[src/rtl/write_back_seq.sv]
// write_back_seq: write-back stage with GPR/R7 source muxing, valid/ready handshake and LM sequencer.
// Define WB_PERF_CNT_EN to add the wb_count write-cycle counter output.
module write_back_seq #(
    parameter int DATA_W     = 16,
    parameter int NUM_SRC    = 4,
    parameter int REG_SEL_W  = 2,
    parameter int NUM_R7_SRC = 6,
    parameter int R7_SEL_W   = 3,
    parameter int NUM_REGS   = 8,
    parameter int ADDR_W     = 3
) (
    input  logic                           clk,
    input  logic                           reset,
    input  logic                           in_valid,
    output logic                           in_ready,
    input  logic [NUM_SRC*DATA_W-1:0]      src_data,
    input  logic [REG_SEL_W-1:0]           reg_sel,
    input  logic [NUM_R7_SRC*DATA_W-1:0]   r7_src_data,
    input  logic [R7_SEL_W-1:0]            r7_sel,
    input  logic [ADDR_W-1:0]              rd,
    input  logic                           rf_we_req,
    input  logic                           r7_we_req,
    input  logic                           lm_en,
    input  logic [NUM_REGS-1:0]            lm_mask,
    input  logic                           beat_valid,
    input  logic [DATA_W-1:0]              beat_data,
    output logic                           rf_we,
    output logic [ADDR_W-1:0]              rf_waddr,
    output logic [DATA_W-1:0]              rf_wdata,
    output logic                           r7_we,
    output logic [DATA_W-1:0]              r7_wdata,
    output logic                           busy
`ifdef WB_PERF_CNT_EN
    ,
    output logic [15:0]                    wb_count
`endif
);
    typedef enum logic {IDLE, LM} state_t;
    localparam logic [ADDR_W-1:0] R7 = ADDR_W'(NUM_REGS - 1);
    state_t state_q, state_d;
    logic [NUM_REGS-1:0] mask_q, mask_d;
    logic rf_we_q, rf_we_d, r7_we_q, r7_we_d, to_r7;
    logic [ADDR_W-1:0] rf_waddr_q, rf_waddr_d, lm_idx;
    logic [DATA_W-1:0] rf_wdata_q, rf_wdata_d, r7_wdata_q, r7_wdata_d, src_word, r7_word;

    // Out-of-range selects match no source and leave the word at zero.
    always_comb begin
        src_word = '0;
        r7_word = '0;
        lm_idx = '0;
        for (int k = 0; k < NUM_SRC; k++)
            if (k == int'(reg_sel)) src_word = src_data[k*DATA_W +: DATA_W];
        for (int k = 0; k < NUM_R7_SRC; k++)
            if (k == int'(r7_sel)) r7_word = r7_src_data[k*DATA_W +: DATA_W];
        for (int i = NUM_REGS - 1; i >= 0; i--)
            if (mask_q[i]) lm_idx = ADDR_W'(i);
    end

    always_comb begin
        state_d = state_q;
        mask_d = mask_q;
        rf_we_d = 1'b0;
        rf_waddr_d = '0;
        rf_wdata_d = '0;
        r7_we_d = 1'b0;
        r7_wdata_d = '0;
        to_r7 = rf_we_req && rd == R7;
        if (state_q == IDLE && in_valid && !lm_en) begin
            rf_we_d = rf_we_req && !to_r7;
            rf_waddr_d = rd;
            rf_wdata_d = src_word;
            r7_we_d = r7_we_req || to_r7;
            r7_wdata_d = r7_we_req ? r7_word : src_word;
        end else if (state_q == IDLE && in_valid && lm_mask != '0) begin
            mask_d = lm_mask;
            state_d = LM;
        end else if (state_q == LM && beat_valid) begin
            mask_d = mask_q & (mask_q - NUM_REGS'(1));
            rf_we_d = lm_idx != R7;
            r7_we_d = lm_idx == R7;
            rf_waddr_d = lm_idx;
            rf_wdata_d = beat_data;
            r7_wdata_d = beat_data;
            state_d = mask_d == '0 ? IDLE : LM;
        end
    end

    always_ff @(posedge clk) begin
        if (reset) begin
            state_q <= IDLE;
            mask_q <= '0;
            rf_we_q <= 1'b0;
            rf_waddr_q <= '0;
            rf_wdata_q <= '0;
            r7_we_q <= 1'b0;
            r7_wdata_q <= '0;
        end else begin
            state_q <= state_d;
            mask_q <= mask_d;
            rf_we_q <= rf_we_d;
            rf_waddr_q <= rf_waddr_d;
            rf_wdata_q <= rf_wdata_d;
            r7_we_q <= r7_we_d;
            r7_wdata_q <= r7_wdata_d;
        end
    end

    assign in_ready = state_q == IDLE;
    assign busy = state_q == LM;
    assign rf_we = rf_we_q;
    assign rf_waddr = rf_waddr_q;
    assign rf_wdata = rf_wdata_q;
    assign r7_we = r7_we_q;
    assign r7_wdata = r7_wdata_q;

`ifdef WB_PERF_CNT_EN
    logic [15:0] cnt_q, cnt_d;
    always_comb cnt_d = cnt_q + 16'(rf_we_q | r7_we_q);
    always_ff @(posedge clk) cnt_q <= reset ? '0 : cnt_d;
    assign wb_count = cnt_q;
`endif
endmodule

[config.mk]
export PLATFORM = sky130hd
export DESIGN_NAME = write_back_seq
export DESIGN_NICKNAME = d
export VERILOG_FILES = /design/src/rtl/write_back_seq.sv
export SDC_FILE = /design/constraint.sdc
export NUM_CORES = 1
export LEC_CHECK = 0
export ABC_AREA = 1
export CAP_MARGIN = 10
export CELL_PAD_IN_SITES_DETAIL_PLACEMENT = 0
export CELL_PAD_IN_SITES_GLOBAL_PLACEMENT = 1
export CORE_MARGIN = 3
export CORE_UTILIZATION = 21
export DETAILED_ROUTE_END_ITERATION = 8
export PLACE_DENSITY = 0.81
export SLEW_MARGIN = 20
export SYNTH_ARGS = -nofsm -noshare
export SYNTH_HDL_FRONTEND = slang
export SYNTH_SLANG_ARGS = --single-unit
export TNS_END_PERCENT = 100
[constraint.sdc]
create_clock -name clk -period 1.6 [get_ports clk]
set_clock_uncertainty 0.05 [all_clocks]
set_input_delay 0.32 -clock clk [delete_from_list [all_inputs] [get_ports clk]]
set_output_delay 0.32 -clock clk [all_outputs]
set_load 0.005 [all_outputs]
==> results of run 1 <==
## routing by layer
layer	track usage	wire, µm
met1	0.2364	7169
met2	0.2878	7014
met3	0.03339	1208
met4	0.02689	98
met5	0	0
## area by class of cell
type / count / area share
timing repair buffer: 301 / 0.4568
tap: 184 / 0.03557
sequential: 46 / 0.1425
clock buffer: 7 / 0.02049
multi-input combinational: 446 / 0.3205
clock inverter: 1 / 0.004639
inverter: 32 / 0.01952
## per-stage QoR
step | setup slack [ns] | hold WS, ns
6_report | 0.04348 | 0.3091
5_1_grt | -0.009980 | 0.3482
4_1_cts | 0.004161 | 0.4637
3_5_place_dp | -0.5250 | 0.4526
3_3_place_gp | -0.5484 | 0.4400
2_1_floorplan | 0.2229 | 0.4179
## cells in the final DEF, fill, tap and decap left out, types with 3 or more instances in the layout
cell and instances:
a21oi_1 38, a21oi_2 3, and3_1 11, buf_12 8, buf_4 53, clkbuf_16 5
clkdlybuf4s50_1 226, dfxtp_1 45, dlygate4sd2_1 3, dlymetal6s2s_1 5, inv_1 23, inv_2 7
nand2_1 193, nand2_2 4, nand3_1 65, nand4_1 19, nor2_1 63, nor2_2 6
nor2_4 3, nor3_4 3, o211ai_1 7, o21ai_0 17, o21ai_1 3
## tightest hold or removal path, stage by stage
cell and delay [ns]:
dlymetal6s2s_1 0.14, nand4_1 0.08, a21oi_1 0.06
## cells by family after synthesis
logic type             Yosys count  synth area share
and+or+nand+nor                375            0.5111
DFF                             46            0.2869
AOI/OAI and AO/OA               71            0.1170
buffers and inverters           57           0.08499
## path summary, 6_finish.rpt
check,slack [ns],startpoint,end
setup / recovery,0.04,busy,busy
hold / removal,0.31,lm_mask[0],mask_q[0]
setup reg to reg,0.20,mask_q[2],busy
hold reg to reg,0.47,mask_q[7],mask_q[7]
## Yosys cell counts (3+ instances only)
master / n / share of area
buf_2: 5 / 0.0078
nor3_4: 3 / 0.015
nand4_1: 19 / 0.037
and3_1: 11 / 0.021
inv_2: 4 / 0.0047
a21oi_1: 41 / 0.064
nand2_1: 197 / 0.23
clkbuf_1: 8 / 0.0094
nand3_1: 67 / 0.10
buf_4: 10 / 0.023
o211ai_1: 7 / 0.016
dfxtp_1: 46 / 0.29
nor2_1: 67 / 0.078
nor2_2: 3 / 0.0058
o21ai_0: 20 / 0.031
inv_1: 28 / 0.033
## power by group
group          leakage, nW  switching [W]  internal, W
logic                 2.30       0.000525     0.000774
clock network       0.0781       0.000465     0.000740
registers            0.375      0.0000310      0.00120
## timing repair
action	in CTS	in global routing
setup endpoints to repair	32	26
gates resized for setup	11	34
pin swaps	5	12
buffers inserted	8	1
hold endpoints to repair	0	0
## sequential cells by signal (all words and copies together) (netlist names)
register,cells
r7_wdata,16
rf_wdata,16
rf_we,1
rf_waddr,3
mask_q,8
r7_we,1
busy,1
==> impl_results.md, run 1 <==
- Largest net degree at the start of global routing: 24
- WL per Instance: 15.23 µm
- Clk Latency, worst-skew pair: 0.28 ns
- Post-Layout Cell Count: 1017
- Critical Path RT: 1.23 ns
- Final hold vios: 0
- Routed wire length: 15490 µm
- Hold Path Class: input port to register
- Count of pins over their slew limit: 0
- Slew @ Worst Pin: 0.3215 ns
- Clock Root Buffer: clkbuf_16
- Setup Viol. Count Final: 0
- 1st-iter DRT viols: 240
- Initial Util: 0.2175
- RSZ-0062 raised after global routing: yes
- Core area: 14750 µm²
- Num rows: 44
- First-pass GRT wire length: 22960 µm
- Final Power: 0.003740 W
- H-tree depth: 2
- Port bufs: 237
- Sequential area share after synthesis: 0.2869
- Antenna Cells: 0
- Hold Buf Count CTS: 0
- Via/cell ratio: 4.474
- LEAKAGE: 2.757 nW
- Crit Path Category: register to primary output
- Die area: 16800 µm²
- Hold Crit Depth: 3
- Register bit total from synthesis: 46
- Crit path depth: 1
- Arr. time, crit path: 1.19 ns
- Number of max-cap violations: 0
- CP max stage delay: 0.52 ns
- Layout Nets: 1031
- Chip width: 129.6 µm
- Synthesized area: 3209 µm²
- Avg Synthesized Cell Area: 5.846 µm²
- Critical path buffer and inverter count: 1
- Num CTS Buffers: 5
- Vias in the first global route: 4306
- Antenna violations before repair: 0
- PwrDens: 577.8 nW/µm²
- Max FO, Critical Path: 4
- # IOs: 238
- Routed Antenna Nets: 0
- CP top delay family: buffers and inverters
- Dpl cells: 1000
- Worst path slowest cell: clkdlybuf4s50_1
- Synth cell types: 25
- Clk sink count: 46
- CP Launch Type: register
- Drc violations: 0
- Chip height: 129.6 µm
- Status: finished, final reports clean
- Area of placed instances: 6160 µm²
- Drt pass-1 iters: 4
- Synth Warn #: 0
- Fmax: 642.5 MHz
- Layout cell share with drive strength beyond 1: 0.1285
- R2r worst-path depth: 7
- HPWL Detailed: 12890 µm
- Post-synth EDFFs: 0
- CTS tree: built
- CP Capture Type: primary output
- Vias: 4550
- Final Util: 0.4387
- FF+latch area: 922.1 µm²
- Routability cong.: 0.9281
- Post-Route Setup TNS: 0 ns
- Max IR drop VDD: 421.8 µV
- Area Growth Syn to Fin: 101.7%
- Clock slew at reported path FFs: 0.06 ns
- Crit path cell chain: clkdlybuf4s50_1
- GR Util All Layers: 0.1727
- Slew HR: 0.7857
- Mapped Cells: 549
- Final instance area: 6472 µm²
- Footprint of the multi-input gates: 2074 µm²
- Synth async-reset ratio: 0
- Syn Nets: 748
- Clock tree buffer depth: 2
- FILL cells: 1552
- Final worst path period need: 1.557 ns
- Grt total ovfl: 0
- Ys flop type: dfxtp_1
- Final period util: 0.9728
Note: power is estimated with default switching activity, not from simulation.
==> run 2, diff against run 1 <==
- ABC_AREA: 1 -> not set
- CORE_UTILIZATION: 21 -> 23
- PLACE_DENSITY: 0.81 -> 0.82
==> run 2 against run 1 <==
Compared with the run above: the flow now finishes with violations (setup timing); sequential cell count stayed put; critical path depth increased by 4; setup slack got worse by 0.10 ns; first-iteration DRC count fell by 5.8%; synthesized cell count decreased by 35%; count of clock-buffer cells in the layout unchanged; area after synthesis fell by 2.6%; design area fell by 1.2%; die area fell by 11%; via count fell by 11%; critical path type is now register to register; largest power group unchanged.
==> impl_results.md, run 2 <==
- Met3 Usage GRT: 0.04424 (+0.01085)
- Synth async-reset ratio: 0 (unchanged)
- Via/cell ratio: 5.057 (+13%)
- Synth top area cells: dfxtp_1, mux4_2, o22ai_1
- Hold Path End: mask_q[4]
- Arr. time, crit path: 1.77 ns (+0.58 ns)
- Initial Util: 0.2419 (+0.02435)
- Area Growth Syn to Fin: 104.5%
- Clk Latency, worst-skew pair: 0.28 ns (about the same)
- Routed Antenna Nets: 0 (unchanged)
- Ys flop type: dfxtp_1
- Post-synth top area share: 0.2945 (+0.007578)
- Most frequent cells in the layout: clkdlybuf4s50_1, buf_4, dfxtp_1, nand2_1, o22ai_1
- Reg2reg setup slack: -0.06 ns (-0.26 ns)
- GR Util All Layers: 0.1983 (+0.02564)
- Slew HR: 0.6311 (-0.1545)
- Number of max-cap violations: 0 (unchanged)
- Vias: 4051 (-11%)
- Routability cong.: 0.9387 (+1.1%)
- Synth Warn #: 0 (unchanged)
- Max IR drop VDD: 484.3 µV (+15%)
- CTS tree: built
- Die area: 15030 µm² (-11%)
- Synth area leader: dfxtp_1
- Antenna violations before repair: 3 (+3)
- Final hold vios: 0 (unchanged)
- Area of placed instances: 6075 µm² (-1.4%)
- Failing checks: setup timing
- Top-count cell post-synth: dfxtp_1
- Largest net degree at the start of global routing: 32 (+33%)
- Post-Synth XOR/XNOR Area: 0 (unchanged)
- Multiplexer share of the synthesized area: 0.1881 (+0.1881)
- Final period util: 1.037 (+0.06394)
- 1st-iter DRT viols: 226 (-5.8%)
- Compound-Gate Fraction of Synth Area: 0.3065 (+0.1896)
- GRT busiest layer: met2
- Num CTS Buffers: 5 (unchanged)
- Commonest non-fill, non-tap cell in the layout: clkdlybuf4s50_1
- Worst path slowest cell: or4_4
- Clock tree buffer depth: 2 (unchanged)
- R2r worst-path depth: 5 (-2)
- Worst Min Path Start: lm_mask[4]
- Grt total ovfl: 0 (unchanged)
- Routed wire length: 15550 µm (+0.35%)
- First-pass GRT wire length: 22670 µm (-1.2%)
- Post-synthesis adder-cell area fraction: 0 (unchanged)
- Clock slew at reported path FFs: 0.06 ns (about the same)
- CP max stage delay: 0.60 ns (+0.08 ns)
- Port bufs: 237 (unchanged)
- Clk sink count: 46 (unchanged)
- Register bit total from synthesis: 46 (unchanged)
- Largest family of logic cells by synthesized area: compound AO/OA/AOI/OAI gates
- Count of pins over their slew limit: 0 (unchanged)
- Commonest cells post-synth: dfxtp_1, nand2_1, o22ai_1
- Setup Viol. Count Final: 3 (+3)
- Syn Nets: 554 (-26%)
- Layout Nets: 824 (-20%)
- GRT met2 Usage: 0.3731 (+0.08523)
- Core area: 12930 µm² (-12%)
- Simple-gate area share of the yosys netlist: 0.1561 (-0.3550)
- Vias in the first global route: 4222 (-2.0%)
- FILL cells: 1233 (-21%)
- HPWL Detailed: 12810 µm (-0.67%)
- Synthesized area: 3127 µm² (-2.6%)
- H-tree depth: 2 (unchanged)
- Reg2reg start: mask_q[3]
- Hold Buf Count CTS: 0 (unchanged)
- Fin worst setup slack: -0.05883 ns (-0.1023 ns)
- R2r endpoint: busy
- CP Launch Type: register
- Hold slack final: 0.3783 ns (+0.06918 ns)
- LEAKAGE: 2.433 nW (-12%)
- Hold Path Class: input port to register
- Fmax: 602.8 MHz (-6.2%)
- Final worst path period need: 1.659 ns (+0.1023 ns)
- Final Util: 0.4946 (+0.05589)
- Chip width: 122.6 µm (-5.4%)
- Slew @ Worst Pin: 0.5482 ns (+0.2267 ns)
- Sequential area share after synthesis: 0.2945 (+0.007578)
- Post-synth EDFFs: 0 (unchanged)
- CP Capture Type: register
- Final instance area: 6394 µm² (-1.2%)
- Hold Crit Depth: 2 (-1)
- Met1 Usage GRT: 0.2185 (-0.01782)
- PwrDens: 571.3 nW/µm² (-1.1%)
- Layout cell share with drive strength beyond 1: 0.1997 (+0.07123)
- # IOs: 238 (unchanged)
- Status: finished, violations left
- Final Power: 0.003653 W (-2.3%)
- Crit Path Category: register to register
- RSZ-0062 raised after global routing: yes
- Num rows: 41 (-6.8%)
- Max FO, Critical Path: 6 (+2)
- Critical Path RT: 1.71 ns (+0.48 ns)
- Crit path cell chain: or4_4 > buf_4 > a2111oi_4 > or4_1 > a211oi_2
- Chip height: 122.6 µm (-5.4%)
- Drc violations: 0 (unchanged)
- Synth cell types: 48 (+92%)
- Mapped Cells: 355 (-35%)
- WL per Instance: 19.41 µm (+27%)
- Drt pass-1 iters: 4 (unchanged)
- Clock Root Buffer: clkbuf_16
- Avg Synthesized Cell Area: 8.808 µm² (+51%)
-- run 2: changes by cell type after synthesis, sizes merged, moves of 17 or more --
cell,change
a21oi,-17
inv,-26
nand2,-160
nand3,-65
nand4,-19
nor2,-57
o22ai,+33
-- run 2: through the flow --
step           TNS (ns)  worst slack [ns]  std cells
4_1_cts         -0.1304          -0.07590        798
2_1_floorplan  -0.04382          -0.02692        355
5_1_grt         -0.3504           -0.1003        799
6_report       -0.09918          -0.05883        801
3_5_place_dp     -15.86           -0.5866        786
3_3_place_gp     -16.41           -0.5456        786
-- run 2: cell families after synthesis --
group                  after synthesis
AND/OR/NAND/NOR                     89
AO/OA/AOI/OAI                      144
multiplexers                        37
flip-flops                          46
buffers and inverters               39
-- run 2: final cells by class --
| class | count | area [µm²] | area share |
|---|---|---|---|
| Timing Repair Buffer | 296 | 2924 | 0.4573 |
| Multi-Input combinational cell | 270 | 2152 | 0.3366 |
| Sequential cell | 46 | 924.6 | 0.1446 |
| Tap cell | 172 | 215.2 | 0.03366 |
| Clock buffer | 7 | 142.6 | 0.02231 |
| Inverter | 6 | 22.52 | 0.003523 |
| Antenna cell | 3 | 7.507 | 0.001174 |
| Clock inverter | 1 | 5.005 | 0.0007828 |
-- run 2: worst max-delay path by stage --
stage	start	endpoint	slack, ns
6_report	mask_q[3]	busy	-0.06
5_1_grt	mask_q[3]	mask_q[6]	-0.10
4_1_cts	mask_q[3]	mask_q[7]	-0.08
3_5_place_dp	r7_sel[0]	r7_wdata[13]	-0.59
3_3_place_gp	in_valid	r7_wdata[12]	-0.55
2_1_floorplan	mask_q[3]	mask_q[7]	-0.03
-- run 2: repair_timing --
item / in CTS / in global routing
gates cloned: 3 / 0
resized for setup: 45 / 15
setup buffers: 1 / 1
pin swaps: 6 / 4
endpoints found under the setup margin: 30 / 22
-- run 2: report_power, final --
group	switching [W]	leakage, nW	internal [W]
sequential	0.0000345	0.376	0.00120
combinational	0.000499	1.98	0.000874
clock	0.000422	0.0739	0.000620
-- run 2: critical path: cells and delay by family (launching register included) --
family | cells | cell delay [ns]
AO/OA/AOI/OAI | 2 | 0.22
flip-flops | 1 | 0.32
AND/OR/NAND/NOR | 2 | 0.77
buffers and inverters | 1 | 0.18
-- run 2: per-layer routing --
metal  up-vias  wire (µm)
met4         4        393
met5         -         25
met3        24       1223
met2       189       8225
li1       1920          -
met1      1914       5678
==> run 3, diff against run 2 <==
- CTS_CLUSTER_SIZE: not set -> 30
==> results of run 3 <==
No change in the layout: final DEF, timing and power equal those of run 2.
==> variant 1 (flow settings as in run 1) <==
Take the reset off `rf_wdata_q` and load it in a clocked block of its own.
--- a/src/rtl/write_back_seq.sv
+++ b/src/rtl/write_back_seq.sv
@@ -91,7 +91,6 @@
             mask_q <= '0;
             rf_we_q <= 1'b0;
             rf_waddr_q <= '0;
-            rf_wdata_q <= '0;
             r7_we_q <= 1'b0;
             r7_wdata_q <= '0;
         end else begin
@@ -99,10 +98,13 @@
             mask_q <= mask_d;
             rf_we_q <= rf_we_d;
             rf_waddr_q <= rf_waddr_d;
-            rf_wdata_q <= rf_wdata_d;
             r7_we_q <= r7_we_d;
             r7_wdata_q <= r7_wdata_d;
         end
+    end
+
+    always_ff @(posedge clk) begin
+        rf_wdata_q <= rf_wdata_d;
     end
 
     assign in_ready = state_q == IDLE;
Function: changed (a bounded check fails within 4 cycles, from zero or initial values and one cycle with reset high).
==> variant 1 against run 1 <==
Synthesized area up 4.3%; power up 0.13%; non-clock buffer count down 6; setup slack better by 0.0016 ns; routed wire length up 5.9%; sequential share of layout area down 0.25 points; cell area up 2.2%; sequential cell count unchanged.
==> variant 1: results (changes against run 1) <==
Placed design:
- The final weighted congestion in routability-driven placement came to 0.8635 (-7.0%).
- The worst slack at placement is -0.6631 ns (-0.1380 ns).
- The half-perimeter wire length after detailed placement is 13.90 mm (+7.8%).
- The total cell area at the placement stage was 0.006326 mm² (+2.7%).

Route:
- The via density per instance is 4.386 (-2.0%).
- The number of detailed-route iterations in the first pass is 4 (unchanged).
- The routed wire length was 16.40 mm (+5.9%).
- The count of routing violations after the opening detailed-route iteration came to 220 (-8.3%).

Global routing:
- The wire length of the first global-routing pass is 24.85 mm (+8.2%).
- The aggregate global-route resource usage is 18.07% (+0.80 points).
- The number of global-route vias before repair is 4722 (+9.7%).

Critical path:
- The delay of the slowest critical-path stage is 0.56 ns (+0.04 ns).
- The biggest fanout along the worst timing path was 1 (-3).

Logic synthesis:
- By count the netlist is led by 199 x nand2_1, 104 x nor2_1, 56 x nand3_1, 46 x dfxtp_1, 39 x inv_1.
- Sorting the synthesized cells by area gives the leading types as dfxtp_1 28%, nand2_1 22%, nor2_1 12%.
- The number of nets produced by synthesis is 786 (+5.1%).
- The portion of the post-synthesis area used by sequential elements was 27.50% (-1.2 points).

Power and ir drop:
- The internal power contribution is 0.002658 W (-2.2%).
- The highest ir drop seen on vdd was 0.0003761 V (-11%).

Worst hold path:
- The tightest min-delay check is of the reg2reg type.

STA:
- The slew of the pin with the lowest slew margin is 0.3328 ns (+0.01129 ns).

Run status:
- The run finished with clean final reports.

Cells and area:
- The filler cell count in the final layout is 1654 (+6.6%).
- The fraction of layout cells with a size suffix above 1 is 12.69% (-0.16 points).
- The number of nets in the finished design came to 1065 (+3.3%).
==> variant 1: what timing repair did <==
action,CTS,global route
gates cloned,0,1
hold buffers,0,0
buffers inserted,2,2
resized for setup,19,17
pin swaps,3,8
setup endpoints to repair,19,25
==> variant 1: path summary, 6_finish.rpt <==
check	start	end	slack, ns	depth (start not counted)
max	r7_wdata[9]	r7_wdata[9]	0.05	1
min	mask_q[0]	mask_q[0]	0.48	2
max reg2reg	mask_q[1]	busy	0.19	7
min reg2reg	mask_q[0]	mask_q[0]	0.48	2
==> variant 1: layout make-up <==
class	instances	area, µm²	share of cell area, %
clock inverters	1	8.758	0.1325
multi-input cells	474	2172	32.85
flip-flops and latches	46	925.9	14.00
inverters	44	173.9	2.630
repair buffers	295	2925	44.24
well taps	211	264.0	3.992
clock buffers	7	142.6	2.157
==> variant 1: routing by layer <==
| layer | GRT usage (%) | share of wire, % | wire length, µm | vias to the layer above |
|---|---|---|---|---|
| li1 | - | - | - | 2449 |
| met1 | 21.45 | 41 | 6798 | 2099 |
| met2 | 31.61 | 49 | 8063 | 158 |
| met3 | 4.695 | 7.0 | 1144 | 22 |
| met4 | 6.236 | 2.4 | 395 | 0 |
| met5 | 0 | 0 | 0 | - |
==> variant 1: power by group through the flow <==
stage               combinational (W)  sequential [W]  clock (W)
CTS                           0.00138         0.00126    0.00115
global route                  0.00151         0.00126    0.00118
global placement              0.00136         0.00128          0
finish                        0.00138         0.00126    0.00111
floorplan                    0.000470         0.00128          0
detailed placement            0.00136         0.00128          0
==> variant 1: cells by family (layout without fill, tap and decap cells) <==
kind of cell	after synthesis	after routing	share of synthesized area, %
compound gates	69	69	11.58
buf+inv	67	347	8.856
flops	46	46	27.50
simple gates	405	405	52.06
==> variant 1: stage by stage <==
step,TNS [ns],cells
6_report,0,1078
3_5_place_dp,-15.02,1065
2_1_floorplan,0,587
5_1_grt,-0.02816,1078
4_1_cts,0,1075
3_3_place_gp,-15.27,1065
==> variant 2 (config.mk and constraints of run 1) <==
Made on the original files. The parameter `ADDR_W` goes from 3 to 2.
--- a/src/rtl/write_back_seq.sv
+++ b/src/rtl/write_back_seq.sv
@@ -7,7 +7,7 @@
     parameter int NUM_R7_SRC = 6,
     parameter int R7_SEL_W   = 3,
     parameter int NUM_REGS   = 8,
-    parameter int ADDR_W     = 3
+    parameter int ADDR_W     = 2
 ) (
     input  logic                           clk,
     input  logic                           reset,
Interface: changed (resized rd and rf_waddr); port bits go from 238 to 236. No check against the original RTL was run, so the function may have changed too.
==> variant 2 against run 1 <==
Non-clock buffer count rose by 14; power barely moved; cell area rose by 3.6%; combinational power rose by 4%; final cell count rose by 2.2%; die area rose by 0.71%; synthesized area rose by 0.74%; sequential cell count fell by 1; setup slack improved by 0.016 ns; routed wire length rose by 1.4%; largest power group unchanged.
==> variant 2: results (changes against run 1) <==
Logic synthesis:
- The portion of the post-synthesis area used by sequential elements is 27.86% (-0.83 points).
- By area the synthesized netlist is led by dfxtp_1 28%, nand2_1 23%, nand3_1 11%.
- The number of nets produced by synthesis is 757 (+1.2%).
- By count the netlist is led by 202 x nand2_1, 68 x nand3_1, 63 x nor2_1, 45 x dfxtp_1, 41 x inv_1.
- The number of storage elements in the synthesis netlist came to 45 (-2.2%).

Critical path:
- The worst flop-to-flop path startpoint is mask_q[0].
- The critical path arrival came to 1.17 ns (-0.02 ns).
- The number of cells traversed by the worst register-to-register path is 8 (+1).
- The biggest fanout along the worst timing path is 5 (+1).

Cells and area:
- The number of nets in the finished design is 1053 (+2.1%).
- The count of plain and timing-repair buffers in the layout was 315 (+4.7%).
- The fraction of area in multi-input gates is 31.75% (-0.30 points).
- The fraction of area in non-clock buffers is 46.27% (+0.59 points).
- The fraction of layout cells with a size suffix above 1 is 15.32% (+2.5 points).
- The filler cell count in the final layout came to 1524 (-1.8%).
- The sequential share of cell area is 13.49% (-0.76 points).
- The signed area change from the synthesized netlist to the final layout is 107.4%.
- The number of logic inverters in the finished layout is 44 (+38%).

Placed design:
- The half-perimeter wire length after detailed placement is 12.96 mm (+0.52%).
- The total cell area at the placement stage was 0.006245 mm² (+1.4%).
- The worst slack at placement is -0.4926 ns (+0.03242 ns).

Worst hold path:
- The worst min-delay path class is reg2reg.
- The worst hold path begins at mask_q[0].
- The number of instances on the worst hold path is 2 (-1).

Power and ir drop:
- The highest ir drop seen on vdd is 0.0003986 V (-5.5%).

Route:
- The count of routing violations after the opening detailed-route iteration is 212 (-12%).

Global routing:
- The wire length of the first global-routing pass came to 23.24 mm (+1.2%).
- The largest net degree at the start of global routing came to 19 (-21%).
- The number of global-route vias before repair was 4543 (+5.5%).
- The aggregate global-route resource usage is 17.64% (+0.38 points).

Run status:
- The run finished with clean final reports.

STA:
- The slew of the pin with the lowest slew margin is 0.3555 ns (+0.03402 ns).
- The smallest hold slack was 0.4774 ns (+0.1683 ns).
- The highest achievable clock rate came to 0.6491 GHz (+1.0%).

Clock tree:
- The post-CTS setup-driven buffer insertion count is 5 (-3).
-- variant 2: changes by cell type after synthesis, sizes merged, moves of 2 or more --
cell	delta
a21oi	-3
buf	+2
inv	+12
nand2	+5
nand3	+2
nand3b	+2
nand4	-3
nor2	-5
-- variant 2: kinds of logic (layout without fill, tap and decap cells) --
| kind of cell | Yosys count | count (layout) |
|---|---|---|
| AOI/OAI and AO/OA | 68 | 68 |
| DFF | 45 | 45 |
| and+or+nand+nor | 376 | 376 |
| buffers and inverters | 70 | 366 |
-- variant 2: layer usage --
| layer | track usage, % | part of all wire (%) | routed length (µm) |
|---|---|---|---|
| met3 | 4.585 | 6.3 | 992 |
| met4 | 3.240 | 1.1 | 166 |
| met5 | 0 | 0 | 0 |
| met2 | 30.72 | 50 | 7849 |
| met1 | 22.14 | 43 | 6702 |
-- variant 2: report_power, final --
part	leakage [nW]	switching, W	internal, W
logic	2.50	0.000535	0.000817
registers	0.368	0.0000321	0.00118
clock network	0.0797	0.000453	0.000726
